`config.mk`:
```
export PLATFORM = sky130hd
export DESIGN_NAME = axilite_master_flat
export DESIGN_NICKNAME = d
export VERILOG_FILES = /design/src/rtl/axilite_master_if.sv /design/src/rtl/axilite_master.sv /design/src/flat_wrapper.sv
export SDC_FILE = /design/constraint.sdc
export NUM_CORES = 1
export LEC_CHECK = 0
export CORE_MARGIN = 2
export CORE_UTILIZATION = 47
export CTS_CLUSTER_SIZE = 40
export DETAILED_ROUTE_END_ITERATION = 16
export GPL_TIMING_DRIVEN = 0
export PLACE_DENSITY = 0.86
export SLEW_MARGIN = 5
export SYNTH_ARGS = -nofsm -noshare
export SYNTH_HDL_FRONTEND = slang
export SYNTH_SLANG_ARGS = --single-unit
```
`constraint.sdc`:
```
create_clock -name S_AXI_ACLK -period 2.5 [get_ports S_AXI_ACLK]
set_clock_uncertainty 0.15 [all_clocks]
set_input_delay 0.25 -clock S_AXI_ACLK [delete_from_list [all_inputs] [get_ports S_AXI_ACLK]]
set_output_delay 0.25 -clock S_AXI_ACLK [all_outputs]
set_load 0.05 [all_outputs]
```
`src/rtl/axilite_master_if.sv`:
```
// AXI4-Lite bus bundle between axilite_master and a register-bank slave.
// The master modport drives addresses, data, valids and BREADY/RREADY.
interface axilite_master_if #(
    parameter int ADDR_WIDTH = 12,
    parameter int DATA_WIDTH = 32
);
    logic [ADDR_WIDTH-1:0]   AWADDR;
    logic                    AWVALID;
    logic                    AWREADY;
    logic [DATA_WIDTH-1:0]   WDATA;
    logic [DATA_WIDTH/8-1:0] WSTRB;
    logic                    WVALID;
    logic                    WREADY;
    logic [1:0]              BRESP;
    logic                    BVALID;
    logic                    BREADY;
    logic [ADDR_WIDTH-1:0]   ARADDR;
    logic                    ARVALID;
    logic                    ARREADY;
    logic [DATA_WIDTH-1:0]   RDATA;
    logic [1:0]              RRESP;
    logic                    RVALID;
    logic                    RREADY;

    modport master (
        output AWADDR, AWVALID, WDATA, WSTRB, WVALID, BREADY, ARADDR, ARVALID, RREADY,
        input  AWREADY, WREADY, BRESP, BVALID, ARREADY, RDATA, RRESP, RVALID
    );

    modport slave (
        input  AWADDR, AWVALID, WDATA, WSTRB, WVALID, BREADY, ARADDR, ARVALID, RREADY,
        output AWREADY, WREADY, BRESP, BVALID, ARREADY, RDATA, RRESP, RVALID
    );
endinterface

```
`src/rtl/axilite_master.sv`:
```
// Single-outstanding AXI4-Lite master: one valid/ready command in, one response beat out.
// Every output is a flop; next values are derived from the next FSM state.
module axilite_master #(
    parameter int C_M_AXI_DATA_WIDTH = 32,
    parameter int C_M_AXI_ADDR_WIDTH = 12,
    parameter int C_CNT_WIDTH        = 16
) (
    input  logic                              S_AXI_ACLK,
    input  logic                              S_AXI_ARESETN,
    input  logic                              cmd_valid,
    output logic                              cmd_ready,
    input  logic                              cmd_write,
    input  logic [C_M_AXI_ADDR_WIDTH-1:0]     cmd_addr,
    input  logic [C_M_AXI_DATA_WIDTH-1:0]     cmd_wdata,
    input  logic [C_M_AXI_DATA_WIDTH/8-1:0]   cmd_wstrb,
    output logic                              rsp_valid,
    input  logic                              rsp_ready,
    output logic                              rsp_write,
    output logic [C_M_AXI_DATA_WIDTH-1:0]     rsp_rdata,
    output logic [1:0]                        rsp_resp,
    output logic [C_CNT_WIDTH-1:0]            wr_count,
    output logic [C_CNT_WIDTH-1:0]            rd_count,
    output logic [C_CNT_WIDTH-1:0]            err_count,
    axilite_master_if.master                  m_axi
);
    localparam int AW = C_M_AXI_ADDR_WIDTH;
    localparam int DW = C_M_AXI_DATA_WIDTH;
    localparam int SW = C_M_AXI_DATA_WIDTH / 8;
    localparam logic [C_CNT_WIDTH-1:0] CNT_ONE = 1;

    typedef enum logic [2:0] {
        IDLE, WR_ADDR_DATA, WR_RESP, RD_ADDR, RD_DATA, RSP
    } state_t;

    state_t        state_reg, state_next;
    logic [AW-1:0] addr_reg, addr_next;
    logic [DW-1:0] wdata_reg, wdata_next;
    logic [SW-1:0] wstrb_reg, wstrb_next;
    logic          aw_done_reg, aw_done_next;
    logic          w_done_reg, w_done_next;
    logic          rsp_write_reg, rsp_write_next;
    logic [DW-1:0] rsp_rdata_reg, rsp_rdata_next;
    logic [1:0]    rsp_resp_reg, rsp_resp_next;

    logic          cmd_ready_reg, cmd_ready_next;
    logic          awvalid_reg, awvalid_next;
    logic          wvalid_reg, wvalid_next;
    logic          bready_reg, bready_next;
    logic          arvalid_reg, arvalid_next;
    logic          rready_reg, rready_next;
    logic          rsp_valid_reg, rsp_valid_next;
    logic [AW-1:0] awaddr_reg, awaddr_next;
    logic [AW-1:0] araddr_reg, araddr_next;
    logic [DW-1:0] wdata_out_reg, wdata_out_next;
    logic [SW-1:0] wstrb_out_reg, wstrb_out_next;

    always_comb begin
        state_next     = state_reg;
        addr_next      = addr_reg;
        wdata_next     = wdata_reg;
        wstrb_next     = wstrb_reg;
        aw_done_next   = aw_done_reg;
        w_done_next    = w_done_reg;
        rsp_write_next = rsp_write_reg;
        rsp_rdata_next = rsp_rdata_reg;
        rsp_resp_next  = rsp_resp_reg;

        case (state_reg)
            IDLE: begin
                if (cmd_valid && cmd_ready_reg) begin
                    addr_next      = cmd_addr;
                    wdata_next     = cmd_wdata;
                    wstrb_next     = cmd_wstrb;
                    rsp_write_next = cmd_write;
                    aw_done_next   = 1'b0;
                    w_done_next    = 1'b0;
                    state_next     = cmd_write ? WR_ADDR_DATA : RD_ADDR;
                end
            end
            WR_ADDR_DATA: begin
                // AW and W complete independently; leave only once both have.
                if (awvalid_reg && m_axi.AWREADY) aw_done_next = 1'b1;
                if (wvalid_reg && m_axi.WREADY)   w_done_next  = 1'b1;
                if (aw_done_next && w_done_next)  state_next   = WR_RESP;
            end
            WR_RESP: begin
                if (bready_reg && m_axi.BVALID) begin
                    rsp_rdata_next = '0;
                    rsp_resp_next  = m_axi.BRESP;
                    state_next     = RSP;
                end
            end
            RD_ADDR: begin
                if (arvalid_reg && m_axi.ARREADY) state_next = RD_DATA;
            end
            RD_DATA: begin
                if (rready_reg && m_axi.RVALID) begin
                    rsp_rdata_next = m_axi.RDATA;
                    rsp_resp_next  = m_axi.RRESP;
                    state_next     = RSP;
                end
            end
            RSP: begin
                if (rsp_ready) state_next = IDLE;
            end
            default: state_next = IDLE;
        endcase

        cmd_ready_next = (state_next == IDLE);
        awvalid_next   = (state_next == WR_ADDR_DATA) && !aw_done_next;
        wvalid_next    = (state_next == WR_ADDR_DATA) && !w_done_next;
        bready_next    = (state_next == WR_RESP);
        arvalid_next   = (state_next == RD_ADDR);
        rready_next    = (state_next == RD_DATA);
        rsp_valid_next = (state_next == RSP);
        // Bus payloads are zero whenever their channel is not presenting.
        awaddr_next    = awvalid_next ? addr_next  : '0;
        araddr_next    = arvalid_next ? addr_next  : '0;
        wdata_out_next = wvalid_next  ? wdata_next : '0;
        wstrb_out_next = wvalid_next  ? wstrb_next : '0;
    end

    always_ff @(posedge S_AXI_ACLK or negedge S_AXI_ARESETN) begin
        if (!S_AXI_ARESETN) begin
            state_reg     <= IDLE;
            addr_reg      <= '0;
            wdata_reg     <= '0;
            wstrb_reg     <= '0;
            aw_done_reg   <= 1'b0;
            w_done_reg    <= 1'b0;
            rsp_write_reg <= 1'b0;
            rsp_rdata_reg <= '0;
            rsp_resp_reg  <= '0;
            cmd_ready_reg <= 1'b0;
            awvalid_reg   <= 1'b0;
            wvalid_reg    <= 1'b0;
            bready_reg    <= 1'b0;
            arvalid_reg   <= 1'b0;
            rready_reg    <= 1'b0;
            rsp_valid_reg <= 1'b0;
            awaddr_reg    <= '0;
            araddr_reg    <= '0;
            wdata_out_reg <= '0;
            wstrb_out_reg <= '0;
        end else begin
            state_reg     <= state_next;
            addr_reg      <= addr_next;
            wdata_reg     <= wdata_next;
            wstrb_reg     <= wstrb_next;
            aw_done_reg   <= aw_done_next;
            w_done_reg    <= w_done_next;
            rsp_write_reg <= rsp_write_next;
            rsp_rdata_reg <= rsp_rdata_next;
            rsp_resp_reg  <= rsp_resp_next;
            cmd_ready_reg <= cmd_ready_next;
            awvalid_reg   <= awvalid_next;
            wvalid_reg    <= wvalid_next;
            bready_reg    <= bready_next;
            arvalid_reg   <= arvalid_next;
            rready_reg    <= rready_next;
            rsp_valid_reg <= rsp_valid_next;
            awaddr_reg    <= awaddr_next;
            araddr_reg    <= araddr_next;
            wdata_out_reg <= wdata_out_next;
            wstrb_out_reg <= wstrb_out_next;
        end
    end

    // Counters: 0 = writes, 1 = reads, 2 = error responses; all stick at all-ones.
    logic       rsp_fire;
    logic [2:0] cnt_inc;

    assign rsp_fire   = rsp_valid_reg && rsp_ready;
    assign cnt_inc[0] = rsp_fire && rsp_write_reg;
    assign cnt_inc[1] = rsp_fire && !rsp_write_reg;
    assign cnt_inc[2] = rsp_fire && (rsp_resp_reg != 2'b00);

    genvar gi;
    generate
        for (gi = 0; gi < 3; gi++) begin : g_cnt
            logic [C_CNT_WIDTH-1:0] cnt_reg;
            always_ff @(posedge S_AXI_ACLK or negedge S_AXI_ARESETN) begin
                if (!S_AXI_ARESETN) begin
                    cnt_reg <= '0;
                end else if (cnt_inc[gi] && !(&cnt_reg)) begin
                    cnt_reg <= cnt_reg + CNT_ONE;
                end
            end
        end
    endgenerate

    assign wr_count  = g_cnt[0].cnt_reg;
    assign rd_count  = g_cnt[1].cnt_reg;
    assign err_count = g_cnt[2].cnt_reg;

    assign cmd_ready     = cmd_ready_reg;
    assign rsp_valid     = rsp_valid_reg;
    assign rsp_write     = rsp_write_reg;
    assign rsp_rdata     = rsp_rdata_reg;
    assign rsp_resp      = rsp_resp_reg;
    assign m_axi.AWADDR  = awaddr_reg;
    assign m_axi.AWVALID = awvalid_reg;
    assign m_axi.WDATA   = wdata_out_reg;
    assign m_axi.WSTRB   = wstrb_out_reg;
    assign m_axi.WVALID  = wvalid_reg;
    assign m_axi.BREADY  = bready_reg;
    assign m_axi.ARADDR  = araddr_reg;
    assign m_axi.ARVALID = arvalid_reg;
    assign m_axi.RREADY  = rready_reg;
endmodule

```
`src/flat_wrapper.sv`:
```
// flat-port wrapper written by rule: the top's interface ports become plain ports
module axilite_master_flat 
#(
    parameter int C_M_AXI_DATA_WIDTH = 32,
    parameter int C_M_AXI_ADDR_WIDTH = 12,
    parameter int C_CNT_WIDTH        = 16
)
  (S_AXI_ACLK, S_AXI_ARESETN, cmd_valid, cmd_ready, cmd_write, cmd_addr, cmd_wdata, cmd_wstrb, rsp_valid, rsp_ready, rsp_write, rsp_rdata, rsp_resp, wr_count, rd_count, err_count, m_axi_AWADDR, m_axi_AWVALID, m_axi_WDATA, m_axi_WSTRB, m_axi_WVALID, m_axi_BREADY, m_axi_ARADDR, m_axi_ARVALID, m_axi_RREADY, m_axi_AWREADY, m_axi_WREADY, m_axi_BRESP, m_axi_BVALID, m_axi_ARREADY, m_axi_RDATA, m_axi_RRESP, m_axi_RVALID);
  axilite_master_if #(.ADDR_WIDTH((12)), .DATA_WIDTH((32))) m_axi_i ();
  input  logic S_AXI_ACLK;
  input  logic S_AXI_ARESETN;
  input  logic cmd_valid;
  output logic cmd_ready;
  input  logic cmd_write;
  input  logic [C_M_AXI_ADDR_WIDTH-1:0] cmd_addr;
  input  logic [C_M_AXI_DATA_WIDTH-1:0] cmd_wdata;
  input  logic [C_M_AXI_DATA_WIDTH/8-1:0] cmd_wstrb;
  output logic rsp_valid;
  input  logic rsp_ready;
  output logic rsp_write;
  output logic [C_M_AXI_DATA_WIDTH-1:0] rsp_rdata;
  output logic [1:0] rsp_resp;
  output logic [C_CNT_WIDTH-1:0] wr_count;
  output logic [C_CNT_WIDTH-1:0] rd_count;
  output logic [C_CNT_WIDTH-1:0] err_count;
  output wire logic [$bits(m_axi_i.AWADDR)-1:0] m_axi_AWADDR;
  output wire logic [$bits(m_axi_i.AWVALID)-1:0] m_axi_AWVALID;
  output wire logic [$bits(m_axi_i.WDATA)-1:0] m_axi_WDATA;
  output wire logic [$bits(m_axi_i.WSTRB)-1:0] m_axi_WSTRB;
  output wire logic [$bits(m_axi_i.WVALID)-1:0] m_axi_WVALID;
  output wire logic [$bits(m_axi_i.BREADY)-1:0] m_axi_BREADY;
  output wire logic [$bits(m_axi_i.ARADDR)-1:0] m_axi_ARADDR;
  output wire logic [$bits(m_axi_i.ARVALID)-1:0] m_axi_ARVALID;
  output wire logic [$bits(m_axi_i.RREADY)-1:0] m_axi_RREADY;
  input wire logic [$bits(m_axi_i.AWREADY)-1:0] m_axi_AWREADY;
  input wire logic [$bits(m_axi_i.WREADY)-1:0] m_axi_WREADY;
  input wire logic [$bits(m_axi_i.BRESP)-1:0] m_axi_BRESP;
  input wire logic [$bits(m_axi_i.BVALID)-1:0] m_axi_BVALID;
  input wire logic [$bits(m_axi_i.ARREADY)-1:0] m_axi_ARREADY;
  input wire logic [$bits(m_axi_i.RDATA)-1:0] m_axi_RDATA;
  input wire logic [$bits(m_axi_i.RRESP)-1:0] m_axi_RRESP;
  input wire logic [$bits(m_axi_i.RVALID)-1:0] m_axi_RVALID;
  assign m_axi_AWADDR = m_axi_i.AWADDR;
  assign m_axi_AWVALID = m_axi_i.AWVALID;
  assign m_axi_WDATA = m_axi_i.WDATA;
  assign m_axi_WSTRB = m_axi_i.WSTRB;
  assign m_axi_WVALID = m_axi_i.WVALID;
  assign m_axi_BREADY = m_axi_i.BREADY;
  assign m_axi_ARADDR = m_axi_i.ARADDR;
  assign m_axi_ARVALID = m_axi_i.ARVALID;
  assign m_axi_RREADY = m_axi_i.RREADY;
  assign m_axi_i.AWREADY = m_axi_AWREADY;
  assign m_axi_i.WREADY = m_axi_WREADY;
  assign m_axi_i.BRESP = m_axi_BRESP;
  assign m_axi_i.BVALID = m_axi_BVALID;
  assign m_axi_i.ARREADY = m_axi_ARREADY;
  assign m_axi_i.RDATA = m_axi_RDATA;
  assign m_axi_i.RRESP = m_axi_RRESP;
  assign m_axi_i.RVALID = m_axi_RVALID;
  axilite_master #(.C_M_AXI_DATA_WIDTH(C_M_AXI_DATA_WIDTH), .C_M_AXI_ADDR_WIDTH(C_M_AXI_ADDR_WIDTH), .C_CNT_WIDTH(C_CNT_WIDTH)) u_core (.S_AXI_ACLK(S_AXI_ACLK), .S_AXI_ARESETN(S_AXI_ARESETN), .cmd_valid(cmd_valid), .cmd_ready(cmd_ready), .cmd_write(cmd_write), .cmd_addr(cmd_addr), .cmd_wdata(cmd_wdata), .cmd_wstrb(cmd_wstrb), .rsp_valid(rsp_valid), .rsp_ready(rsp_ready), .rsp_write(rsp_write), .rsp_rdata(rsp_rdata), .rsp_resp(rsp_resp), .wr_count(wr_count), .rd_count(rd_count), .err_count(err_count), .m_axi(m_axi_i));
endmodule
```
Yosys cells after proc, flatten, opt, wreduce, memory -nomap -nowiden --
Index checks and enable logic that the tools add are counted. Widths: inputs -> output; s select.
Operators by class: add/sub/neg operators 3, equal/unequal tests 12, muxes and demuxes 32, reductions and logical operators 31
Operators with widths (number):
- $mux 32 | 5
- $pmux 32 s2 | 1
- $add 16x1->16 const B | 3
- $mux 12 | 4
- $reduce_and 16->1 | 3
- $mux 3 | 6
- $pmux 3 s6 | 1
- $logic_and 1x1->1 | 16
- $eq 3x2->1 const B | 4
- $eq 3x3->1 const B | 4
- $mux 4 | 3
- $eq 3x1->1 const B | 2
- $logic_not 1->1 | 6
- $logic_not 3->1 | 2
- $mux 1 | 6
- $mux 2 | 3
- $ne 2x1->1 const B | 2
- $pmux 1 s2 | 2
- $pmux 2 s2 | 1
- $reduce_bool 2->1 | 2
- $reduce_and 3->1 | 1
- $reduce_and 2->1 | 1
Word-level totals: register bits after elaboration 203, input port bits 94, output and inout bits 150, logic and storage cells 101

Longest topological paths before layout --
word-level depth 9, mapped depth 8, gate-level depth less buffers 6

Worst setup path before layout --
No wires, ideal clock.
path type register to register, start register u_core.g_cnt[1].cnt_reg[0] (netlist: u_core.rd_count[0]), end register u_core.g_cnt[1].cnt_reg[1] (netlist: u_core.rd_count[1]), library setup time 125 ps, data arrival time 2006 ps, required time 2225 ps, path slack 220 ps, stages on the path, launching flop included 6, buffers on the path 0, period minus slack after synthesis 2280 ps, cells stage by stage dfrtp_1 -> ha_1 -> and3_1 -> and3_1 -> a31oi_1 -> mux2_2
Between the ends: longest elaborated chain between the ends 3, elaborated cells on any way between the ends 4, those cells by class 1 x add/sub; 3 x reduce/logical
Ends and longest elaborated chain:
- from (decl) | RTL line axilite_master.sv:181 | logic [C_CNT_WIDTH-1:0] cnt_reg;
- from (signal assigned) | RTL line axilite_master.sv:186 | cnt_reg <= cnt_reg + CNT_ONE;
- branches (longest 3 deep; another with $add 16x1->16)
Parallel ways; which one is timed is not known. A chain may end at the register's enable or synchronous reset.

Worst setup path after layout --
start register u_core.state_reg[2], end register u_core.wdata_out_reg[1] (netlist: u_core.m_axi.WDATA[1])
Between the ends: longest elaborated chain between the ends 5, elaborated cells on any way between the ends 19, those cells by class 6 x eq/ne; 10 x mux; 3 x reduce/logical
Ends and longest elaborated chain:
- from (decl) | RTL line axilite_master.sv:35 | state_t state_reg, state_next;
- from (signal assigned) | RTL line axilite_master.sv:146 | state_reg <= state_next;
- $eq 3x3->1, or another cell as far along | RTL line axilite_master.sv:68 | case (state_reg)
- $pmux 3 s6 / $pmux 1 s2 (equally long branches) | RTL line axilite_master.sv:68
- $eq 3x1->1 / $logic_not 1->1 (equally long branches) | RTL line axilite_master.sv:111 | wvalid_next = (state_next == WR_ADDR_DATA) && !w_done_next;
- $logic_and 1x1->1 | RTL line axilite_master.sv:111
- $mux 32 * | RTL line axilite_master.sv:119 | wdata_out_next = wvalid_next ? wdata_next : '0;
- via u_core.wdata_out_next[1] | RTL line axilite_master.sv:54 | logic [DW-1:0] wdata_out_reg, wdata_out_next;
- to (signal assigned) | RTL line axilite_master.sv:164 | wdata_out_reg <= wdata_out_next;
- to (decl) | RTL line axilite_master.sv:54
The timed path passes the listed nets; every way through them passes the cells marked *.

==> metrics <==
Clock Latency Late Sink 0.49 ns; diode count 0; io pins 244; GRT Total Usage 23.01%; core area 16580 um^2; Detailed Routing Iterations Pass 1 5; row count 47; vias in the first global route 6560; Synthesis Warnings 0; CP Max Fanout 10; post-synthesis sequential area ratio 63.60%; Sum Neg Setup Slack 0 ns; Root Driver clkbuf_16; crit path DAT 2.59 ns; first-pass GRT wire length 33260 um; Gate Count Post-Synth 741; Congestion Overflow GR 0; Hold Startpoint m_axi_RDATA[4]; Die Ht 134.4 um; synth-to-layout area growth 43.86%; clk buf depth 3; top-count cell post-synth nand2_1; clock sink total 203; CTS tree yes; Syn Nets 838; Yosys top cell area share 63.60%; Slew @ Worst Pin 0.7123 ns; #FFs+latches synth 203; peak supply drop 856.2 uV; layout cells sized above 1 6.628%; Cell Pwr Density 1120 nW/um^2; final hold violations 0; vias 6391; initial antenna violation count 0; multi-input logic area 2708 um^2; Synth cell types 48; largest net degree at the start of global routing 111; nets@finish 1108; Max Cap Viol 0; unrepaired setup endpoints after global routing no; final worst-path cycle share 95.08%; commonest cells in the synthesized netlist nand2_1 (207), dfrtp_1 (203), nand3_1 (49); Detailed Place HPWL 14630 um; WL final 20730 um; RePlAce Congestion 0.8432; ys async rst share 100.0%; post-synth top area cell dfrtp_1; RR Startpoint u_core.state_reg[2]; Port Buffers 243; crit path from u_core.state_reg[2]; Final setup viols 0; TritonCTS Buffers 22; Post-synth EDFFs 0; Initial Util 48.17%; Iteration-0 DRC Markers 353; Worst Path Required 2.71 ns; status finished clean; crit path capture type flip-flop; drt via density 5.129; Area contributors post-synth dfrtp_1 (64%), nand2_1 (9.7%), nor3b_1 (3.6%); Startpoint Class flip-flop; P_leak 5.360 nW; number of fillers in the final layout 1281; Worst-path clk slew 0.06 ns; fin crit period 2.377 ns; Register Area 5080 um^2; Die ar. 18050 um^2; WL/cell 16.63 um; Hold Crit Class input port to flip-flop; # DRC 0; Hold WS 0.1515 ns; H-tree depth 1; Routed Antenna Nets 0; Mean Syn Cell Area 10.78 um^2; CP Class flip-flop to flip-flop; Synth Flop Type dfrtp_1; die width 134.4 um; maximum clock frequency 420.7 MHz; Mapped Area 7988 um^2; Slew HR 52.51%; Slew Viols, Final 0
==> worst paths after layout <==
check,endpoint,slack (ns),cells after the start
worst min register to register,u_core.wdata_reg[25],0.31,2
worst max-delay path,u_core.m_axi.WDATA[1],0.12,7
min in group asynchronous,u_core.wr_count[11],0.21,2
max in group asynchronous,u_core.addr_reg[4],1.02,3
worst max register to register,u_core.m_axi.WDATA[1],0.12,7
worst min-delay path,u_core.rsp_rdata[4],0.15,3
==> layout by cell type (no fill, tap or decap), types with 11 or more instances in the layout <==
master           count
nand3_1             49
nor2_1              29
nand4_1             12
nor3b_1             38
clkbuf_16           23
and3_1              11
xnor2_1             21
mux2i_1             16
clkdlybuf4s50_1    242
nor3_1              21
clkbuf_1            21
xor2_1              16
nand2_1            207
dfrtp_1            203
inv_1               20
==> worst max-delay path: stages (launching register included) <==
cell	delay (ns)
dfrtp_1	0.48
nor3b_1	0.18
buf_2	0.21
a32oi_4	0.36
nand2_1	0.19
o211ai_4	0.31
clkbuf_4	0.28
nor3b_1	0.08
==> kinds of logic after synthesis <==
family                     share of synthesized area (%)
adders and majority gates                         0.4700
AOI/OAI and AO/OA                                  2.820
xor gates and xnor gates                           4.057
DFF                                                63.60
muxes                                              2.710
buffers and inverters                              2.819
and+or+nand+nor                                    23.53
==> what timing repair did <==
| action | in CTS | in global routing |
|---|---|---|
| pin swaps | 1 | 2 |
| cloned | 0 | 0 |
| resized for setup | 4 | 6 |
| hold endpoints to repair | 93 | 0 |
| endpoints found under the setup margin | 19 | 53 |
| setup buffers | 0 | 1 |
| hold buffers | 1 | 0 |
==> per-layer routing <==
metal  track usage (%)  wire length (um)  up-vias
met5                 0                 0        -
met3             5.820              1509       44
met2             38.72             10260      228
li1                  -                 -     3015
met1             29.55              8353     3104
met4             6.901               602        0
==> power by group <==
part           total (mW)  internal [mW]  switching, mW  leakage (nW)
logic                5.21           1.68           3.54          2.29
clock network        3.10           1.86           1.24         0.352
registers            4.56           4.15          0.406          2.72
==> area by class of cell <==
| class | count | area share [%] |
|---|---|---|
| Inverter | 21 | 0.6860 |
| Tap cell | 220 | 2.395 |
| Buffer | 34 | 1.405 |
| Sequential cell | 203 | 44.21 |
| Clock inverter | 5 | 0.2504 |
| Timing Repair Buffer | 246 | 21.60 |
| Multi-Input combinational cell | 483 | 23.56 |
| Clock buffer | 34 | 5.891 |
==> stage by stage <==
stage          instance area, um^2  power [mW]  utilization [%]  instances  setup slack [ns]
6_report                     11490       12.87            69.29       1246            0.1229
5_1_grt                      11490       13.48            69.29       1246           0.02388
4_1_cts                      11470       12.93            69.14       1245           0.01389
3_5_place_dp                 10730       9.736            64.69       1205           -0.2168
3_3_place_gp                 10700       9.591            64.49       1204            -7.206
2_1_floorplan                 7988       7.840                -        741            0.2196
(Power assumes the default switching activity.)
==> variant 1 (same settings) <==
`C_CNT_WIDTH` is set to 16 in 2 places; all go to 32.
--- a/src/rtl/axilite_master.sv
+++ b/src/rtl/axilite_master.sv
@@ -5,3 +5,3 @@
     parameter int C_M_AXI_ADDR_WIDTH = 12,
-    parameter int C_CNT_WIDTH        = 16
+    parameter int C_CNT_WIDTH        = 32
 ) (
--- a/src/flat_wrapper.sv
+++ b/src/flat_wrapper.sv
@@ -5,3 +5,3 @@
     parameter int C_M_AXI_ADDR_WIDTH = 12,
-    parameter int C_CNT_WIDTH        = 16
+    parameter int C_CNT_WIDTH        = 32
 )
Interface: changed (resized err_count, rd_count and wr_count); port bits go from 244 to 292. The function was not compared with the original's and may differ.
==> variant 1 against the original RTL <==
Synthesized area increased by 27%; sequential cell count increased by 48; final area increased by 27%; non-clock buffer count increased by 49; worst setup slack got worse by 17 ps; worst hold slack got worse by 47 ps; wire length increased by 37%; total power increased by 23%; critical endpoint is now u_core.err_count[28]; largest cell class unchanged; largest power group unchanged; highest routed layer unchanged.
==> variant 1: results (changes against the original RTL) <==
metric	value	unit	change
outcome	finished clean		unchanged
Switching Share	41.5	%	was 40.3%
All-Layer GR Usage	24.3	%	was 23.0%
port buffer count	291		was 243
Reg2Reg Depth	6		was 7
Skew-Pair Late Insertion Delay	540	ps	was 490 ps
M2 GR Usage	41.8	%	was 38.7%
top post-synthesis cells by count	251 x dfrtp_1, 211 x nand2_1, 49 x nor2_1		was 207 x nand2_1, 203 x dfrtp_1, 49 x nand3_1
met3 Usage GRT	7.44	%	was 5.82%
Post-Synth Adder-Cell Area	0.370	%	was 0.470%
CP max stage delay	560	ps	was 480 ps
CTS buffer count	26		was 22
XOR/XNOR Fraction of Synth Area	7.67	%	was 4.06%
Synth cell types	50		was 48
dpl hpwl	19900	um	was 14600 um
WL final	28400	um	was 20700 um
placed instance area	13500	um^2	was 10700 um^2
tightest hold margin	104	ps	was 152 ps
met1 usage	29.2	%	was 29.5%
Nets	1374		was 1108
hold_sp	cmd_wdata[0]		was m_axi_RDATA[4]
hold endpoint	u_core.wdata_reg[0]		was u_core.rsp_rdata[4]
Top delay family on crit path	simple AND/OR/NAND/NOR gates		was compound AO/OA/AOI/OAI gates
slew at the pin closest to its max-slew limit	716	ps	was 712 ps
dpl ws	-899	ps	was -217 ps
slowest cell on the critical path	or4_4		was dfrtp_1
DRT iter0 DRCs	466		was 353
post-synthesis mux area share	1.92	%	was 2.71%
leakage power figure	6.48	nW	was 5.36 nW
vias in the first global route	8295		was 6560
DR vias	8248		was 6391
clock group share of total power	22.7	%	was 24.1%
post-synthesis compound-gate area fraction	3.72	%	was 2.82%
DR WL met2	14000	um	was 10300 um
Pwr Density	1090	nW/um^2	was 1120 nW/um^2
cell count after placement	1519		was 1205
Final Non-Filler Cells	1573		was 1246
worst flop-to-flop path startpoint	u_core.err_count[5]		was u_core.state_reg[2]
layout cells sized above 1	9.49	%	was 6.63%
global placement routability congestion	0.840		was 0.843
syn_nets	1048		was 838
Highest Clock Rate	0.418	GHz	was 0.421 GHz
CTS-repair resized insts	26		was 4
-- variant 1: changes by cell type after synthesis, moves of 13 or more --
cell	unedited run	this run
dfrtp_1	203	251
nor2_1	29	49
xnor2_1	21	47
clkbuf_1	16	29
nor2b_1	0	40
nand4_1	12	32
xor2_1	16	42
o21ai_0	4	41
nor3b_1	38	2
nor4_1	2	18
nand3_1	49	36
-- variant 1: layout make-up --
type | count | area (um^2)
fillers | 1518 | 6510
diodes | 2 | 5.00
repair buffers | 300 | 3030
plain buffers | 29 | 138
clock inverters | 10 | 68.8
clock buffers | 37 | 732
flip-flops and latches | 251 | 6310
well taps | 275 | 344
inverters | 25 | 93.8
multi-input cells | 644 | 3870
-- variant 1: kinds of logic (layout without fill, tap and decap cells) --
family,Yosys count,count (layout)
AND/OR/NAND/NOR,468,468
flip-flops,251,251
buffers and inverters,57,401
multiplexers,19,19
adder cells (fa/ha/maj),3,3
AO/OA/AOI/OAI,64,65
XOR/XNOR,89,89
other,0,2
==> variant 2 (config.mk and constraints unchanged) <==
Without the edit above. The 6 states of `state_t` get a one-hot encoding in 6 bits.
--- a/src/rtl/axilite_master.sv
+++ b/src/rtl/axilite_master.sv
@@ -30,4 +30,4 @@
 
-    typedef enum logic [2:0] {
-        IDLE, WR_ADDR_DATA, WR_RESP, RD_ADDR, RD_DATA, RSP
+    typedef enum logic [5:0] {
+        IDLE = 6'b000001, WR_ADDR_DATA = 6'b000010, WR_RESP = 6'b000100, RD_ADDR = 6'b001000, RD_DATA = 6'b010000, RSP = 6'b100000
     } state_t;
Formal check against the unedited RTL: no difference found for any inputs over 4 cycles, from zero or initial values and one cycle with S_AXI_ARESETN low; so few cycles prove little.
==> variant 2 against the original RTL <==
Wire length is 0.13% higher; worst hold slack worse by 4.4 ps; sequential cell count is 3 higher; non-clock buffer count is 12 lower; synthesized area is 1.6% higher; count of clock-buffer cells in the layout is 2 higher; final area is 1.0% higher; via count is 0.33% lower; sequential share of layout area is 0.20 points higher; total power is 18% lower; worst setup slack better by 96 ps.
==> variant 2: results (changes against the original RTL) <==
metric	value	unit	change
reg2reg setup slack	230	ps	was 120 ps
Nets	1058		was 1108
Worst EP arrival	1880	ps	was 2590 ps
tightest hold margin	147	ps	was 152 ps
clk root buf	clkbuf_16		unchanged
slowest cell on the critical path	clkdlybuf4s50_1		was dfrtp_1
All-Layer GR Usage	22.4	%	was 23.0%
final worst setup slack	219	ps	was 123 ps
Reg2Reg Depth	5		was 7
DR vias	6370		was 6391
Psw	3.63	mW	was 5.19 mW
Worst-path clk slew	60	ps	about the same
sequential cell area fraction in the yosys report	63.6	%	about the same
slew at the pin closest to its max-slew limit	878	ps	was 712 ps
CTS buffer count	23		was 22
top post-synthesis cells by count	205 x dfrtp_1, 131 x nand2_1, 41 x nor2_1		was 207 x nand2_1, 203 x dfrtp_1, 49 x nand3_1
Synth cell types	62		was 48
post-synthesis mux area share	3.13	%	was 2.71%
hold_sp	cmd_wdata[22]		was m_axi_RDATA[4]
Post-Synth Adder-Cell Area	0.463	%	was 0.470%
post-synthesis compound-gate area fraction	9.41	%	was 2.82%
dpl ws	30.1	ps	was -217 ps
layout cells sized above 1	9.21	%	was 6.63%
Post-CTS Repair Setup Buffers	0		unchanged
crit path capture	rsp_write		was u_core.m_axi.WDATA[1]
DRT iter0 DRCs	328		was 353
placed instance area	10900	um^2	was 10700 um^2
Synth area leaders	dfrtp_1 63%, nand2_1 6.1%, a22o_1 3.5%		was dfrtp_1 64%, nand2_1 9.7%, nor3b_1 3.6%
XOR/XNOR Fraction of Synth Area	3.89	%	was 4.06%
CP max FO	6		was 10
worst hold path type	primary input to flop		unchanged
outcome	finished clean		unchanged
Flop pwr share	39.8	%	was 35.4%
initial antenna violation count	0		unchanged
Final Non-Filler Cells	1202		was 1246
Fill cells	1278		was 1281
syn_nets	788		was 838
worst flop-to-flop path startpoint	u_core.state_reg[3]		was u_core.state_reg[2]
Power Sequential	4.22	mW	was 4.56 mW
dpl hpwl	14600	um	about the same
leakage power figure	5.37	nW	was 5.36 nW
largest net degree at the start of global routing	107		was 111
Post-synth ARST share	100	%	unchanged
CP max stage delay	870	ps	was 480 ps
syn_area_per_cell	11.7	um^2	was 10.8 um^2
global-route wire length before repair	32600	um	was 33300 um
clock group share of total power	30.8	%	was 24.1%
synth warn	0		unchanged
antenna cells	0		unchanged
reg-to-reg critical path endpoint	u_core.rsp_rdata[29]		was u_core.m_axi.WDATA[1]
Top delay family on crit path	buffers and inverters		was compound AO/OA/AOI/OAI gates
Max rail drop VDD	0.704	mV	was 0.856 mV
hold endpoint	u_core.wdata_reg[22]		was u_core.rsp_rdata[4]
WL final	20800	um	was 20700 um
worst hold path depth	3		unchanged
Worst Setup SP	u_core.rsp_write		was u_core.state_reg[2]
global placement routability congestion	0.838		was 0.843
DRT Pass-1 Iters	5		unchanged
==> variant 2: cell types whose count changed after synthesis, sizes merged, moves of 26 or more <==
cell   before  now
nor3b      38    3
nand3      49   23
a21oi       7   46
nand2     207  132
a22o        0   32
==> variant 2: repair_timing <==
item                      in CTS  in global routing
gates resized for setup        0                  0
hold endpoints to repair     100                  0
hold buffers                   1                  0
==> variant 2: metal layers <==
layer | vias to the layer above | track usage (%) | share of wire, %
met4 | 0 | 5.67 | 2.3
li1 | 2952 | - | -
met2 | 244 | 36.9 | 48
met1 | 3138 | 28.5 | 40
met5 | - | 0 | 0
met3 | 36 | 8.08 | 9.7
==> variant 2: area by class of cell <==
cell class	instances	area [um^2]	share of cell area [%]
sequential	206	5160	44.4
multi-input combinational	442	2720	23.5
timing repair buffer	245	2470	21.3
clock buffer	36	714	6.15
tap	225	282	2.42
buffer	23	156	1.35
inverter	20	75.1	0.647
clock inverter	5	28.8	0.248
